### src/rtl/uart_link_if.sv
// Fabric-side handshake bundle for uart_link: transmit request path and receive
// delivery path with per-frame status flags.
interface uart_link_if #(
    parameter int DATA_WIDTH = 8
);
    logic [DATA_WIDTH-1:0] tx_data;
    logic                  tx_valid;
    logic                  tx_ready;
    logic [DATA_WIDTH-1:0] rx_data;
    logic                  rx_valid;
    logic                  rx_ready;
    logic                  rx_parity_err;
    logic                  rx_frame_err;
    logic                  rx_overrun;

    modport master (
        output tx_data, tx_valid, rx_ready,
        input  tx_ready, rx_data, rx_valid, rx_parity_err, rx_frame_err, rx_overrun
    );
    modport slave (
        input  tx_data, tx_valid, rx_ready,
        output tx_ready, rx_data, rx_valid, rx_parity_err, rx_frame_err, rx_overrun
    );
endinterface

### src/rtl/uart_link.sv
// Single-clock full-duplex UART: TX/RX FSMs with valid/ready handshakes, parity and
// framing checks, overrun detection, start-glitch rejection and internal loopback.
module uart_link #(
    parameter int CLK_FREQ   = 100_000_000,
    parameter int BAUD_RATE  = 115_200,
    parameter int DATA_WIDTH = 8,
    parameter int PARITY     = 1,
    parameter int STOP_BITS  = 1
) (
    input  logic         clk,
    input  logic         rst,
    uart_link_if.slave   bus,
    output logic         tx,
    input  logic         rx,
    input  logic         loopback
);
    localparam int CPB   = CLK_FREQ / BAUD_RATE;
    localparam int CNT_W = $clog2(STOP_BITS * CPB + 1);
    localparam int BIT_W = 4;

    typedef logic [CNT_W-1:0] cnt_t;
    localparam cnt_t BIT_LAST  = cnt_t'(CPB - 1);
    localparam cnt_t HALF_LAST = cnt_t'(CPB / 2 - 1);
    localparam cnt_t STOP_LAST = cnt_t'(STOP_BITS * CPB - 1);
    localparam logic [BIT_W-1:0] DATA_LAST = BIT_W'(DATA_WIDTH - 1);

    if (CPB < 4) begin : g_cpb_check
        $error("uart_link: CLK_FREQ/BAUD_RATE must be at least 4");
    end
    if (DATA_WIDTH < 5 || DATA_WIDTH > 9) begin : g_width_check
        $error("uart_link: DATA_WIDTH must be 5..9");
    end

    typedef enum logic [2:0] {TX_IDLE, TX_START, TX_DATA, TX_PARITY, TX_STOP} tx_state_t;
    typedef enum logic [2:0] {RX_IDLE, RX_START, RX_DATA, RX_PARITY, RX_STOP, RX_WAIT_HIGH} rx_state_t;

    function automatic logic par_of(input logic [DATA_WIDTH-1:0] d);
        return (PARITY == 2) ? ~(^d) : ^d;
    endfunction

    tx_state_t             tx_state_q, tx_state_d;
    cnt_t                  tx_cnt_q, tx_cnt_d, tx_last;
    logic [BIT_W-1:0]      tx_bit_q, tx_bit_d;
    logic [DATA_WIDTH-1:0] tx_shift_q, tx_shift_d;
    logic                  tx_par_q, tx_par_d, tx_q, tx_d, tx_ready_q, tx_ready_d;

    rx_state_t             rx_state_q, rx_state_d;
    cnt_t                  rx_cnt_q, rx_cnt_d;
    logic [BIT_W-1:0]      rx_bit_q, rx_bit_d;
    logic [DATA_WIDTH-1:0] rx_shift_q, rx_shift_d, rx_data_q, rx_data_d;
    logic [1:0]            sync_q, sync_d;
    logic                  rx_par_q, rx_par_d, rx_s, done, hs;
    logic                  rx_valid_q, rx_valid_d, pe_q, pe_d, fe_q, fe_d, ovr_q, ovr_d;

    // Transmitter: one counter times every bit; STOP uses the longer multi-bit limit.
    always_comb begin
        tx_state_d = tx_state_q;
        tx_cnt_d   = tx_cnt_q;
        tx_bit_d   = tx_bit_q;
        tx_shift_d = tx_shift_q;
        tx_par_d   = tx_par_q;
        tx_d       = tx_q;
        tx_last    = (tx_state_q == TX_STOP) ? STOP_LAST : BIT_LAST;
        if (tx_state_q == TX_IDLE) begin
            tx_d = 1'b1;
            if (bus.tx_valid && tx_ready_q) begin
                tx_state_d = TX_START;
                tx_shift_d = bus.tx_data;
                tx_par_d   = par_of(bus.tx_data);
                tx_cnt_d   = '0;
                tx_d       = 1'b0;
            end
        end else if (tx_cnt_q != tx_last) begin
            tx_cnt_d = tx_cnt_q + 1'b1;
        end else begin
            tx_cnt_d = '0;
            case (tx_state_q)
                TX_START: begin
                    tx_state_d = TX_DATA;
                    tx_bit_d   = '0;
                    tx_d       = tx_shift_q[0];
                end
                TX_DATA: begin
                    if (tx_bit_q == DATA_LAST) begin
                        tx_state_d = (PARITY != 0) ? TX_PARITY : TX_STOP;
                        tx_d       = (PARITY != 0) ? tx_par_q : 1'b1;
                    end else begin
                        tx_bit_d   = tx_bit_q + 1'b1;
                        tx_shift_d = tx_shift_q >> 1;
                        tx_d       = tx_shift_q[1];
                    end
                end
                TX_PARITY: begin
                    tx_state_d = TX_STOP;
                    tx_d       = 1'b1;
                end
                default: begin
                    tx_state_d = TX_IDLE;
                    tx_d       = 1'b1;
                end
            endcase
        end
        tx_ready_d = (tx_state_d == TX_IDLE);
    end

    assign sync_d = {sync_q[0], loopback ? tx_q : rx};
    assign rx_s   = sync_q[1];

    // Receiver: START confirms the low level at half a bit, later bits are sampled mid-bit.
    always_comb begin
        rx_state_d = rx_state_q;
        rx_cnt_d   = rx_cnt_q;
        rx_bit_d   = rx_bit_q;
        rx_shift_d = rx_shift_q;
        rx_par_d   = rx_par_q;
        done       = 1'b0;
        case (rx_state_q)
            RX_IDLE: begin
                if (!rx_s) begin
                    rx_state_d = RX_START;
                    rx_cnt_d   = '0;
                end
            end
            RX_START: begin
                if (rx_cnt_q != HALF_LAST) begin
                    rx_cnt_d = rx_cnt_q + 1'b1;
                end else begin
                    rx_cnt_d   = '0;
                    rx_bit_d   = '0;
                    rx_state_d = rx_s ? RX_IDLE : RX_DATA;
                end
            end
            RX_WAIT_HIGH: begin
                if (rx_s) rx_state_d = RX_IDLE;
            end
            default: begin
                if (rx_cnt_q != BIT_LAST) begin
                    rx_cnt_d = rx_cnt_q + 1'b1;
                end else begin
                    rx_cnt_d = '0;
                    if (rx_state_q == RX_DATA) begin
                        rx_shift_d = {rx_s, rx_shift_q[DATA_WIDTH-1:1]};
                        if (rx_bit_q == DATA_LAST)
                            rx_state_d = (PARITY != 0) ? RX_PARITY : RX_STOP;
                        else
                            rx_bit_d = rx_bit_q + 1'b1;
                    end else if (rx_state_q == RX_PARITY) begin
                        rx_par_d   = rx_s;
                        rx_state_d = RX_STOP;
                    end else begin
                        done       = 1'b1;
                        rx_state_d = rx_s ? RX_IDLE : RX_WAIT_HIGH;
                    end
                end
            end
        endcase
    end

    // A completing frame lands only if the output slot is empty or draining this cycle.
    always_comb begin
        hs         = rx_valid_q & bus.rx_ready;
        rx_valid_d = rx_valid_q & ~hs;
        rx_data_d  = rx_data_q;
        pe_d       = pe_q;
        fe_d       = fe_q;
        ovr_d      = 1'b0;
        if (done) begin
            if (!rx_valid_q || hs) begin
                rx_valid_d = 1'b1;
                rx_data_d  = rx_shift_q;
                pe_d       = (PARITY != 0) && (rx_par_q != par_of(rx_shift_q));
                fe_d       = ~rx_s;
            end else begin
                ovr_d = 1'b1;
            end
        end
    end

    always_ff @(posedge clk) begin
        if (rst) begin
            tx_state_q <= TX_IDLE;
            tx_cnt_q   <= '0;
            tx_bit_q   <= '0;
            tx_shift_q <= '0;
            tx_par_q   <= 1'b0;
            tx_q       <= 1'b1;
            tx_ready_q <= 1'b0;
            sync_q     <= 2'b11;
            rx_state_q <= RX_IDLE;
            rx_cnt_q   <= '0;
            rx_bit_q   <= '0;
            rx_shift_q <= '0;
            rx_par_q   <= 1'b0;
            rx_valid_q <= 1'b0;
            rx_data_q  <= '0;
            pe_q       <= 1'b0;
            fe_q       <= 1'b0;
            ovr_q      <= 1'b0;
        end else begin
            tx_state_q <= tx_state_d;
            tx_cnt_q   <= tx_cnt_d;
            tx_bit_q   <= tx_bit_d;
            tx_shift_q <= tx_shift_d;
            tx_par_q   <= tx_par_d;
            tx_q       <= tx_d;
            tx_ready_q <= tx_ready_d;
            sync_q     <= sync_d;
            rx_state_q <= rx_state_d;
            rx_cnt_q   <= rx_cnt_d;
            rx_bit_q   <= rx_bit_d;
            rx_shift_q <= rx_shift_d;
            rx_par_q   <= rx_par_d;
            rx_valid_q <= rx_valid_d;
            rx_data_q  <= rx_data_d;
            pe_q       <= pe_d;
            fe_q       <= fe_d;
            ovr_q      <= ovr_d;
        end
    end

    assign tx                = tx_q | loopback;
    assign bus.tx_ready      = tx_ready_q;
    assign bus.rx_valid      = rx_valid_q;
    assign bus.rx_data       = rx_data_q;
    assign bus.rx_parity_err = pe_q;
    assign bus.rx_frame_err  = fe_q;
    assign bus.rx_overrun    = ovr_q;
endmodule

### src/flat_wrapper.sv
// flat-port wrapper written by rule: the top's interface ports become plain ports
module uart_link_flat 
#(
    parameter int CLK_FREQ   = 100_000_000,
    parameter int BAUD_RATE  = 115_200,
    parameter int DATA_WIDTH = 8,
    parameter int PARITY     = 1,
    parameter int STOP_BITS  = 1
)
  (clk, rst, tx, rx, loopback, bus_tx_data, bus_tx_valid, bus_rx_ready, bus_tx_ready, bus_rx_data, bus_rx_valid, bus_rx_parity_err, bus_rx_frame_err, bus_rx_overrun);
  uart_link_if #(.DATA_WIDTH(DATA_WIDTH)) bus_i ();
  input  logic clk;
  input  logic rst;
  output logic tx;
  input  logic rx;
  input  logic loopback;
  input wire logic [$bits(bus_i.tx_data)-1:0] bus_tx_data;
  input wire logic [$bits(bus_i.tx_valid)-1:0] bus_tx_valid;
  input wire logic [$bits(bus_i.rx_ready)-1:0] bus_rx_ready;
  output wire logic [$bits(bus_i.tx_ready)-1:0] bus_tx_ready;
  output wire logic [$bits(bus_i.rx_data)-1:0] bus_rx_data;
  output wire logic [$bits(bus_i.rx_valid)-1:0] bus_rx_valid;
  output wire logic [$bits(bus_i.rx_parity_err)-1:0] bus_rx_parity_err;
  output wire logic [$bits(bus_i.rx_frame_err)-1:0] bus_rx_frame_err;
  output wire logic [$bits(bus_i.rx_overrun)-1:0] bus_rx_overrun;
  assign bus_i.tx_data = bus_tx_data;
  assign bus_i.tx_valid = bus_tx_valid;
  assign bus_i.rx_ready = bus_rx_ready;
  assign bus_tx_ready = bus_i.tx_ready;
  assign bus_rx_data = bus_i.rx_data;
  assign bus_rx_valid = bus_i.rx_valid;
  assign bus_rx_parity_err = bus_i.rx_parity_err;
  assign bus_rx_frame_err = bus_i.rx_frame_err;
  assign bus_rx_overrun = bus_i.rx_overrun;
  uart_link #(.CLK_FREQ(CLK_FREQ), .BAUD_RATE(BAUD_RATE), .DATA_WIDTH(DATA_WIDTH), .PARITY(PARITY), .STOP_BITS(STOP_BITS)) u_core (.clk(clk), .rst(rst), .bus(bus_i), .tx(tx), .rx(rx), .loopback(loopback));
endmodule
### config.mk
export PLATFORM = sky130hd
export DESIGN_NAME = uart_link_flat
export DESIGN_NICKNAME = d
export VERILOG_FILES = /design/src/rtl/uart_link_if.sv /design/src/rtl/uart_link.sv /design/src/flat_wrapper.sv
export SDC_FILE = /design/constraint.sdc
export NUM_CORES = 1
export LEC_CHECK = 0
export ABC_AREA = 1
export BUFFER_PORTS_ARGS = -buffer_cell sky130_fd_sc_hd__buf_2
export CAP_MARGIN = 20
export CORE_ASPECT_RATIO = 0.8
export CORE_MARGIN = 2
export CORE_UTILIZATION = 60
export DETAILED_ROUTE_END_ITERATION = 8
export GPL_TIMING_DRIVEN = 0
export MAX_ROUTING_LAYER = met4
export PLACE_DENSITY = 0.83
export SKIP_LAST_GASP = 1
export SYNTH_ARGS = -nofsm -noshare
export SYNTH_HDL_FRONTEND = slang
export SYNTH_SLANG_ARGS = --single-unit
### constraint.sdc
create_clock -name clk -period 3.1 [get_ports clk]
set_input_delay 0.62 -clock clk [delete_from_list [all_inputs] [get_ports clk]]
set_output_delay 0.62 -clock clk [all_outputs]
set_load 0.02 [all_outputs]
==> results by group, run 1 <==
Final layout
  • Footprint of the multi-input gates: 1940 µm²
  • Commonest cells after routing, fill and taps aside: 135 x nand2_1, 68 x dfxtp_1, 52 x inv_1, 48 x nor2_1, 42 x a21oi_1
  • Seq. cell area: 1360 µm²
  • Layout cell share with drive strength beyond 1: 17.7%
  • Area growth syn-to-layout: 12.6%
  • Commonest non-fill, non-tap cell in the layout: nand2_1
  • Nets: 573
  • # diodes: 0
  • Fillers: 525

Worst setup path
  • Critical Path End Type: primary output
  • Crit path DAT: 1.19 ns
  • R2R depth: 9
  • Critical Path RT: 2.48 ns
  • RR Startpoint: u_core.rx_cnt_q[0]$_SDFFE_PP0P_
  • Max FO, Critical Path: 3
  • Critical path launch point type: primary input
  • Worst R2R Setup Slack: 1.36 ns
  • Critical R2R Capture: u_core.bus.rx_parity_err$_SDFFE_PP0P_
  • Largest stage delay, worst path: 0.29 ns
  • Crit Path Category: primary input to primary output
  • CP max-delay cell: or2_2
  • Worst-path cell chain: buf_2, or2_2, buf_2
  • Cell mode on critical path: buf_2

Route
  • Total routed wirelength: 7680 µm
  • WL/cell: 12.0 µm
  • Antenna viol nets, final: 0
  • Vias: 3,366
  • DRT iter0 DRCs: 179
  • DR DRC count: 0
  • DRT Pass-1 Iters: 4
  • Vias per inst: 5.26

Global routing
  • Grt ovf: 0
  • GRT Resource Usage Total: 26.1%
  • Largest net degree at the start of global routing: 14
  • Initial antenna violation count: 0
  • First-pass GRT wire length: 13,600 µm
  • Vias in the first global route: 3,208

Min path
  • Hold Crit Endpoint: u_core.sync_q[1]$_SDFF_PP1_
  • Min-Delay Path Class: register to register
  • Hold Crit Depth: 1
  • Hold_sp: u_core.sync_q[0]$_SDFF_PP1_

Synthesis
  • Mean cell area of the mapped netlist: 6.99 µm²
  • Number of synthesized register bits: 68
  • Mux contribution to synthesized area: 0%
  • Main combinational cell family by area after synthesis: simple AND/OR/NAND/NOR gates
  • Mapped Cells: 517
  • Simple-gate area share of the yosys netlist: 34.6%
  • Netlist cell types: 37
  • Synth Area in Adders: 1.73%
  • Compound-cell area share of the yosys netlist: 14.3%
  • Synth Area in XOR/XNOR: 2.91%
  • Fraction of the yosys area taken by sequential cells: 37.6%
  • Synth warnings: 0
  • Mapped Area: 3620 µm²
  • Synthesized netlist net count: 536

Timing
  • Final Hold Violating Endpoints: 0
  • Max frequency: 0.552 GHz
  • Tmin final: 1.81 ns
  • Final Skew: 0.0138 ns
  • RSZ-0062 raised after global routing: no
  • Final setup vio count: 0
  • Slew Limit Fails: 0
  • TNS Setup: 0 ns
  • Relative slew slack: 60.0%
  • Tcrit/Tclk final: 58.4%
  • Worst Max-Slew Pin Slew: 0.600 ns

Floorplan
  • Die width: 90.8 µm
  • Die Y-Extent: 73.4 µm
  • FP Rows: 25
  • Area of the core: 5880 µm²
  • Die Area: 6670 µm²
  • Initial Util: 61.5%
  • IO Count: 28

Power
  • PD cells: 584 nW/µm²
  • Leak Pwr: 1.72 nW
  • Final Power: 2.38 mW
  • VDD IR max: 340 µV

Run status
  • Status: completed

CTS
  • Clock-pin slew on the worst setup and hold paths: 0.07 ns
  • CTS root buf: clkbuf_8
  • Latest clock arrival within the worst-skew pair: 0.36 ns
  • CTS tree: built
  • CTS hold repair buffers: 0
  • Number of CTS-inserted buffers: 9
  • Setup bufs post-CTS: 0
  • Clk buf depth: 2
  • # H-tree levels: 3
  • CTS-repair resized insts: 0
  • CTS Sinks: 68

Placed design
  • DPL Wire Length: 5590 µm
  • # port buffers: 26
  • RD Place Congestion: 0.904

Flow run
  • Max-cap violation count: 0
-- cell usage after synthesis, drive strengths merged --
library cell / instances / area share, %
nand2: 146 / 16
dfxtp: 68 / 38
nor2: 61 / 8.1
inv: 59 / 6.3
a21oi: 50 / 7.8
nand3: 40 / 6.2
o21ai: 38 / 5.3
buf: 7 / 2.0
nand3b: 6 / 1.2
xnor2: 6 / 1.5
xor2: 6 / 1.5
ha: 5 / 1.7
nor3: 5 / 0.83
nand4: 4 / 0.87
clkbuf: 3 / 0.31
or2: 3 / 0.52
o21bai: 2 / 0.42
a211oi: 1 / 0.21
and2: 1 / 0.17
and3: 1 / 0.17
dlygate4sd1: 1 / 0.24
nor3b: 1 / 0.35
o21a: 1 / 0.21
o22ai: 1 / 0.17
o311a: 1 / 0.28
-- worst max path at each step --
stage / startpoint / to / slack [ns] / depth (start not counted)
floorplan: loopback / tx / 1.54 / 1
global placement: loopback / tx / 1.29 / 3
detailed placement: loopback / tx / 1.30 / 3
CTS: loopback / tx / 1.30 / 3
global route: u_core.rx_cnt_q[0]$_SDFFE_PP0P_ / u_core.bus.rx_parity_err$_SDFFE_PP0P_ / 1.17 / 9
finish: loopback / tx / 1.29 / 3
-- registers in the layout, summed over array words and instances, names as in the netlist, 2 cells and up --
| name | flops |
|---|---|
| u_core.sync_q | 2 |
| u_core.bus.rx_data | 8 |
| u_core.tx_cnt_q | 10 |
| u_core.rx_bit_q | 4 |
| u_core.rx_cnt_q | 10 |
| u_core.tx_state_q | 3 |
| u_core.tx_shift_q | 8 |
| u_core.rx_state_q | 3 |
| u_core.tx_bit_q | 4 |
| u_core.rx_shift_q | 8 |
-- per-stage QoR --
stage                     hold WS [ns]  worst slack (ns)  std cells  area, µm²  utilization, %
after floorplan                  0.389              1.54        517       3620               -
after global placement           0.395              1.29        624       3850            65.4
after CTS                        0.413              1.30        640       4070            69.2
final                            0.412              1.29        640       4070            69.2
after detailed placement         0.395              1.30        624       3850            65.4
after global routing             0.429              1.17        640       4070            69.2
-- final cells by class --
class / count / share of cell area (%)
inverters: 59 / 5.56
clock inverters: 7 / 2.46
repair buffers: 26 / 3.20
well taps: 81 / 2.49
flip-flops and latches: 68 / 33.4
multi-input cells: 379 / 47.6
clock buffers: 9 / 3.04
plain buffers: 11 / 2.24
-- power by group --
| group | switching [mW] | total (mW) | internal [mW] | leakage [nW] |
|---|---|---|---|---|
| sequential | 0.0538 | 0.972 | 0.918 | 0.550 |
| clock | 0.364 | 0.820 | 0.456 | 0.102 |
| combinational | 0.390 | 0.588 | 0.198 | 1.07 |
| total | 0.807 | 2.38 | 1.57 | 1.72 |
-- cells by family (layout without fill, tap and decap cells) --
logic type               Yosys count  count (layout)
AO/OA/AOI/OAI                     94              94
XOR/XNOR                          12              12
buffers and inverters             70             112
AND/OR/NAND/NOR                  268             268
flip-flops                        68              68
adder cells (fa/ha/maj)            5               5
-- worst max-delay path: cells and delay by family --
kind | cells | cell delay (ns)
and+or+nand+nor | 1 | 0.29
buffers and inverters | 2 | 0.29
-- metal layers --
layer	share of wire, %	GRT usage (%)
met1	45	28.9
met2	49	45.6
met3	4.3	6.05
met4	1.7	12.3
met5	0	-
No activity file was read; power rests on OpenSTA's default activity.
==> inputs of run 2 (changes only) <==
ABC_AREA = 0   (was 1)
CORE_UTILIZATION = 59   (was 60)
PLACE_DENSITY = 0.82   (was 0.83)
clock period = 1.7 ns   (was 3.1 ns; I/O delays follow)
==> run 2 against run 1 <==
  * The run now ends with DRC, setup timing left
  * Critical path type is now register to register
  * Design area grew 14%
  * First-iteration DRC count rose to 2.9 times the previous value
  * Clock-buffer cell count rose by 5
  * Synthesized cell count is 26% lower
==> results by group, run 2 <==
Placed design
  • Dpl cell area: 3660 µm²
  • RD Place Congestion: 0.897
  • # port buffers: 26
  • DPL Wire Length: 5380 µm

Power
  • Sw Share: 30.3%
  • PD cells: 884 nW/µm²
  • Register share of total power: 42.3%
  • Power share of the combinational group: 23.3%
  • VDD IR max: 945 µV
  • Internal: 2.87 mW
  • Leak Pwr: 1.86 nW
  • Switching pwr: 1.25 mW
  • Clk pwr share: 34.5%

Min path
  • Hold_sp: rx
  • Hold Crit Depth: 3
  • Hold Crit Endpoint: u_core.sync_q[0]$_SDFF_PP1_
  • Min-Delay Path Class: primary input to register

Timing
  • Slew Limit Fails: 0
  • Final Hold Violating Endpoints: 0
  • Worst Max-Slew Pin Slew: 0.651 ns
  • RSZ-0062 raised after global routing: yes
  • Tmin final: 1.95 ns
  • Final Skew: 0.0114 ns
  • Hold Slack: 0.223 ns
  • Max frequency: 0.512 GHz
  • Final setup vio count: 50
  • Tcrit/Tclk final: 115%
  • Final setup margin: -0.253 ns
  • Relative slew slack: 56.6%

Synthesis
  • Mapped Area: 3380 µm²
  • Async SR Flop Fraction: 0%
  • Synthesized netlist net count: 403
  • Mean cell area of the mapped netlist: 8.79 µm²
  • Count leader, synth: dfxtp_1
  • Fraction of the yosys area taken by sequential cells: 40.3%
  • Mapped Cells: 384
  • Area leader, netlist: dfxtp_1
  • Prevailing post-synth register cell: dfxtp_1
  • Number of synthesized register bits: 68
  • Netlist cell types: 58
  • Largest cells by area after synthesis: dfxtp_1 40%, nor2_1 6.0%, mux2i_1 5.9%
  • EDFF count, synth: 0
  • Commonest cells post-synth: 68 x dfxtp_1, 54 x nor2_1, 39 x nand2_1
  • Synth warnings: 0
  • Synth top area share: 40.3%

CTS
  • CTS tree: built
  • Clock-pin slew on the worst setup and hold paths: 0.07 ns
  • Clk buf depth: 2
  • Number of CTS-inserted buffers: 9
  • Latest clock arrival within the worst-skew pair: 0.36 ns
  • # H-tree levels: 3
  • CTS root buf: clkbuf_8
  • CTS Sinks: 68
  • CTS hold repair buffers: 0

Global routing
  • Grt met1 use: 39.1%
  • Gr busiest metal: met2
  • Largest net degree at the start of global routing: 11
  • Grt ovf: 0
  • First-pass GRT wire length: 15,400 µm
  • Initial antenna violation count: 0
  • Vias in the first global route: 3,208
  • GR Util met2: 50.4%
  • GRT Resource Usage Total: 32.6%
  • Met3 Track Usage GR: 9.91%

Run status
  • Failing checks: DRC, setup timing
  • Status: complete, but fails checks

Route
  • DRT Pass-1 Iters: 8
  • Vias per inst: 6.60
  • DRT iter0 DRCs: 520
  • WL/cell: 21.7 µm
  • Total routed wirelength: 11,800 µm
  • Vias: 3,570
  • Antenna viol nets, final: 0
  • DR DRC count: 1

Final layout
  • Post-route cell area: 4660 µm²
  • Commonest cells after routing, fill and taps aside: 47 x dfxtp_1, 42 x nor2_1, 36 x nand2_1, 31 x buf_4, 28 x buf_2
  • # diodes: 0
  • Nets: 478
  • Biggest regs: u_core.rx_cnt_q: 10 flops, u_core.tx_cnt_q: 10 flops
  • Layout cell share with drive strength beyond 1: 40.2%
  • Area growth syn-to-layout: 38.0%
  • Commonest non-fill, non-tap cell in the layout: dfxtp_1

Floorplan
  • Initial Util: 61.5%
  • Die Area: 6350 µm²
  • Die Y-Extent: 71.7 µm
  • FP Rows: 24
  • Die width: 88.6 µm
  • IO Count: 28
  • Area of the core: 5500 µm²

Worst setup path
  • R2R depth: 6
  • Worst-path cell chain: nand4bb_4, nor3_4, nand4_1, buf_6, mux2i_2, nor2_1
  • Critical path launch point type: register
  • Max FO, Critical Path: 6
  • Critical R2R Capture: u_core.bus.rx_data[0]$_SDFFE_PP0P_
  • CP max-delay cell: dfxtp_2
  • Crit path DAT: 2.18 ns
  • RR Startpoint: u_core.rx_cnt_q[3]$_SDFFE_PP0P_
  • Largest stage delay, worst path: 0.36 ns
  • Worst Setup SP: u_core.rx_cnt_q[3]$_SDFFE_PP0P_
  • Crit Path Category: register to register
  • Worst R2R Setup Slack: -0.25 ns
  • Critical Path RT: 1.93 ns
  • Critical Path End Type: register

Flow run
  • Max-cap violation count: 0
==> run 2: routing by layer <==
layer,share of wire (%),wire length (µm)
met1,39,4560
met2,46,5350
met3,9.8,1150
met4,5.9,690
met5,0,0
==> run 2: critical path, delay by kind of cell (launching register included) <==
| family | cells | cell delay (ns) |
|---|---|---|
| and+or+nand+nor | 4 | 0.97 |
| DFF | 1 | 0.36 |
| buffers and inverters | 1 | 0.26 |
| muxes | 1 | 0.23 |
==> run 2: how the worst max path moves through the flow <==
stage / endpoint / slack (ns) / depth (start not counted)
2_1_floorplan: u_core.tx_bit_q[3]$_SDFFE_PP0P_ / -0.06 / 5
3_3_place_gp: u_core.rx_cnt_q[1]$_SDFFE_PP0P_ / -0.23 / 6
3_5_place_dp: u_core.rx_cnt_q[5]$_SDFFE_PP0P_ / -0.28 / 6
4_1_cts: u_core.bus.tx_ready$_SDFF_PP0_ / -0.11 / 5
5_1_grt: u_core.tx_shift_q[2]$_SDFFE_PP0P_ / -0.28 / 6
6_report: u_core.bus.rx_data[0]$_SDFFE_PP0P_ / -0.25 / 6
==> run 2: kinds of logic after synthesis <==
| kind of cell | Yosys count | synth area share, % |
|---|---|---|
| AOI/OAI and AO/OA | 72 | 15.9 |
| adders and majority gates | 5 | 1.85 |
| DFF | 68 | 40.3 |
| and+or+nand+nor | 172 | 26.2 |
| xor gates and xnor gates | 22 | 6.11 |
| buffers and inverters | 23 | 2.96 |
| muxes | 22 | 6.59 |
==> run 2: final cells by class <==
class	count	area, µm²
Sequential cell	68	1410
Clock buffer	14	173
Tap cell	78	97.6
Timing Repair Buffer	66	464
Multi-Input combinational cell	293	2360
Clock inverter	1	30.0
Fill cell	263	835
Buffer	16	115
Inverter	5	18.8
==> run 2: through the flow <==
step / util [%] / std cells / setup TNS (ns) / power (mW) / worst slack, ns
detailed placement: 66.6 / 488 / -10.59 / 2.32 / -0.281
CTS: 78.0 / 527 / -1.12 / 3.84 / -0.109
floorplan: - / 384 / -0.201 / 2.18 / -0.0611
finish: 84.8 / 541 / -5.08 / 4.12 / -0.253
global placement: 66.6 / 488 / -8.12 / 2.30 / -0.231
global route: 84.8 / 541 / -7.09 / 4.25 / -0.284
==> run 2: power by group through the flow <==
stage               Combinational [mW]  Sequential, mW  Clock, mW
floorplan                        0.439            1.74          0
detailed placement               0.568            1.75          0
finish                           0.959            1.74       1.42
global placement                 0.549            1.75          0
global route                      1.01            1.75       1.48
CTS                              0.715            1.73       1.39
==> run 2: timing repair <==
action,CTS,global route
setup buffers,25,14
cloned,1,1
endpoints found under the setup margin,61,59
pin swaps,24,35
resized for setup,53,80
==> inputs of run 3 (changes only) <==
PLACE_DENSITY = 0.79   (was 0.82)
==> run 3 against run 2 <==
  * The run ends with setup timing left
  * Cell count increased by 1.5%
  * Setup slack got worse by 0.11 ns
  * Global-route usage decreased by 2.5 points
  * Total power decreased by 0.12%
  * Via count increased by 2.6%
  * Non-clock buffer count increased by 7
  * Hold slack improved by 0.030 ns
  * Die area unchanged
  * Clock skew increased by 0.0016 ns
  * Wire length decreased by 0.61%
  * Clock-buffer cell count decreased by 2
==> results by group, run 3 (synthesis results as in run 2) <==
Timing
  • Final setup margin: -0.361 ns
  • Final Hold Violating Endpoints: 0
  • Slew Limit Fails: 0
  • Final setup vio count: 64
  • Relative slew slack: 54.3%
  • Worst Max-Slew Pin Slew: 0.685 ns
  • Tmin final: 2.06 ns
  • Final Skew: 0.0130 ns
  • Tcrit/Tclk final: 121%
  • Max frequency: 0.485 GHz
  • RSZ-0062 raised after global routing: yes

Global routing
  • Initial antenna violation count: 0
  • Largest net degree at the start of global routing: 12
  • GRT Resource Usage Total: 30.1%
  • First-pass GRT wire length: 14,400 µm
  • Grt ovf: 0
  • Vias in the first global route: 2,981

Placed design
  • RD Place Congestion: 0.888
  • # port buffers: 26
  • Dpl cell area: 3660 µm²
  • DPL Wire Length: 5190 µm
  • Setup WS pre-CTS: -0.297 ns

Power
  • Leak Pwr: 1.91 nW
  • Final Power: 4.12 mW
  • VDD IR max: 660 µV
  • PD cells: 858 nW/µm²

Final layout
  • Seq. cell area: 1400 µm²
  • Commonest cells after routing, fill and taps aside: 52 x dfxtp_1, 40 x nor2_1, 36 x nand2_1, 35 x buf_4, 27 x buf_2
  • Nets: 485
  • Footprint of the multi-input gates: 2390 µm²
  • Fillers: 251
  • # diodes: 0
  • Biggest regs: u_core.rx_cnt_q: 10 flops, u_core.tx_cnt_q: 10 flops
  • Layout cell share with drive strength beyond 1: 42.3%
  • Commonest non-fill, non-tap cell in the layout: dfxtp_1
  • Post-route cell area: 4800 µm²
  • Area growth syn-to-layout: 42.1%

CTS
  • Clk buf depth: 2
  • Latest clock arrival within the worst-skew pair: 0.36 ns
  • Clock-pin slew on the worst setup and hold paths: 0.07 ns
  • CTS hold repair buffers: 0
  • CTS Sinks: 68
  • Number of CTS-inserted buffers: 9
  • # H-tree levels: 3
  • CTS tree: built
  • CTS root buf: clkbuf_8

Worst setup path
  • Max FO, Critical Path: 9
  • Critical path launch point type: register
  • Critical Path End Type: register
  • Crit Path Category: register to register
  • Critical Path RT: 1.94 ns
  • Crit path DAT: 2.30 ns

Floorplan
  • Die Y-Extent: 71.7 µm
  • Area of the core: 5500 µm²
  • Initial Util: 61.5%
  • Die width: 88.6 µm
  • Die Area: 6350 µm²
  • IO Count: 28
  • FP Rows: 24

Run status
  • Status: complete, but fails checks
  • Failing checks: setup timing

Flow run
  • Max-cap violation count: 0

Route
  • WL/cell: 21.3 µm
  • DRT iter0 DRCs: 371
  • Antenna viol nets, final: 0
  • Vias per inst: 6.67
  • DR DRC count: 0
  • Total routed wirelength: 11,700 µm
  • Vias: 3,663
  • DRT Pass-1 Iters: 5

Min path
  • Min-Delay Path Class: primary input to register
==> run 3: metal layers <==
metal | vias to the layer above | GRT usage (%) | wire [µm]
met4 | 0 | 7.58 | 531
met3 | 81 | 7.83 | 1140
met1 | 1714 | 39.7 | 4730
li1 | 1553 | - | -
met5 | - | - | 0
met2 | 315 | 46.4 | 5280
==> run 3: layout make-up <==
class,count,area share [%]
multi-input combinational,293,49.8
buffer,16,2.45
clock buffer,12,3.23
tap,78,2.03
inverter,5,0.443
clock inverter,4,0.991
sequential,68,29.3
timing repair buffer,73,11.8
==> run 3: stage by stage <==
stage          setup TNS [ns]  utilization (%)  instances  hold slack, ns
2_1_floorplan          -0.201                -        384           0.389
3_3_place_gp            -8.29             66.6        488           0.403
3_5_place_dp           -11.02             66.6        488           0.417
4_1_cts                 -1.29             78.8        532           0.258
5_1_grt                -11.07             87.3        549           0.280
6_report                -8.45             87.3        549           0.254
==> run 3: report_power, final <==
| group | internal, mW | switching, mW | total (mW) | leakage (nW) |
|---|---|---|---|---|
| sequential | 1.66 | 0.0864 | 1.74 | 0.560 |
| combinational | 0.416 | 0.550 | 0.966 | 1.25 |
| clock | 0.754 | 0.654 | 1.41 | 0.102 |
==> run 3: worst paths after layout <==
kind,startpoint,cells after the start,slack (ns),end
hold reg to reg,u_core.sync_q[0]$_SDFF_PP1_,1,0.45,u_core.sync_q[1]$_SDFF_PP1_
setup / recovery,u_core.tx_state_q[1]$_SDFF_PP0_,6,-0.36,u_core.tx_shift_q[3]$_SDFFE_PP0P_
setup reg to reg,u_core.tx_state_q[1]$_SDFF_PP0_,6,-0.36,u_core.tx_shift_q[3]$_SDFFE_PP0P_
hold / removal,rx,3,0.25,u_core.sync_q[0]$_SDFF_PP1_
==> run 3: worst max-delay path, cell delays in order (launching register included) <==
cell and delay, ns:
dfxtp_1 0.61, nor3b_4 0.41, nand2_1 0.17, a21oi_4 0.30, buf_6 0.14, nor2_1 0.03
a311oi_1 0.28
==> run 3: what timing repair did <==
item                       CTS  global route
setup buffers               27            18
gates cloned                 2             2
resized for setup           56            84
pin swaps                   23            41
setup endpoints to repair   59            63
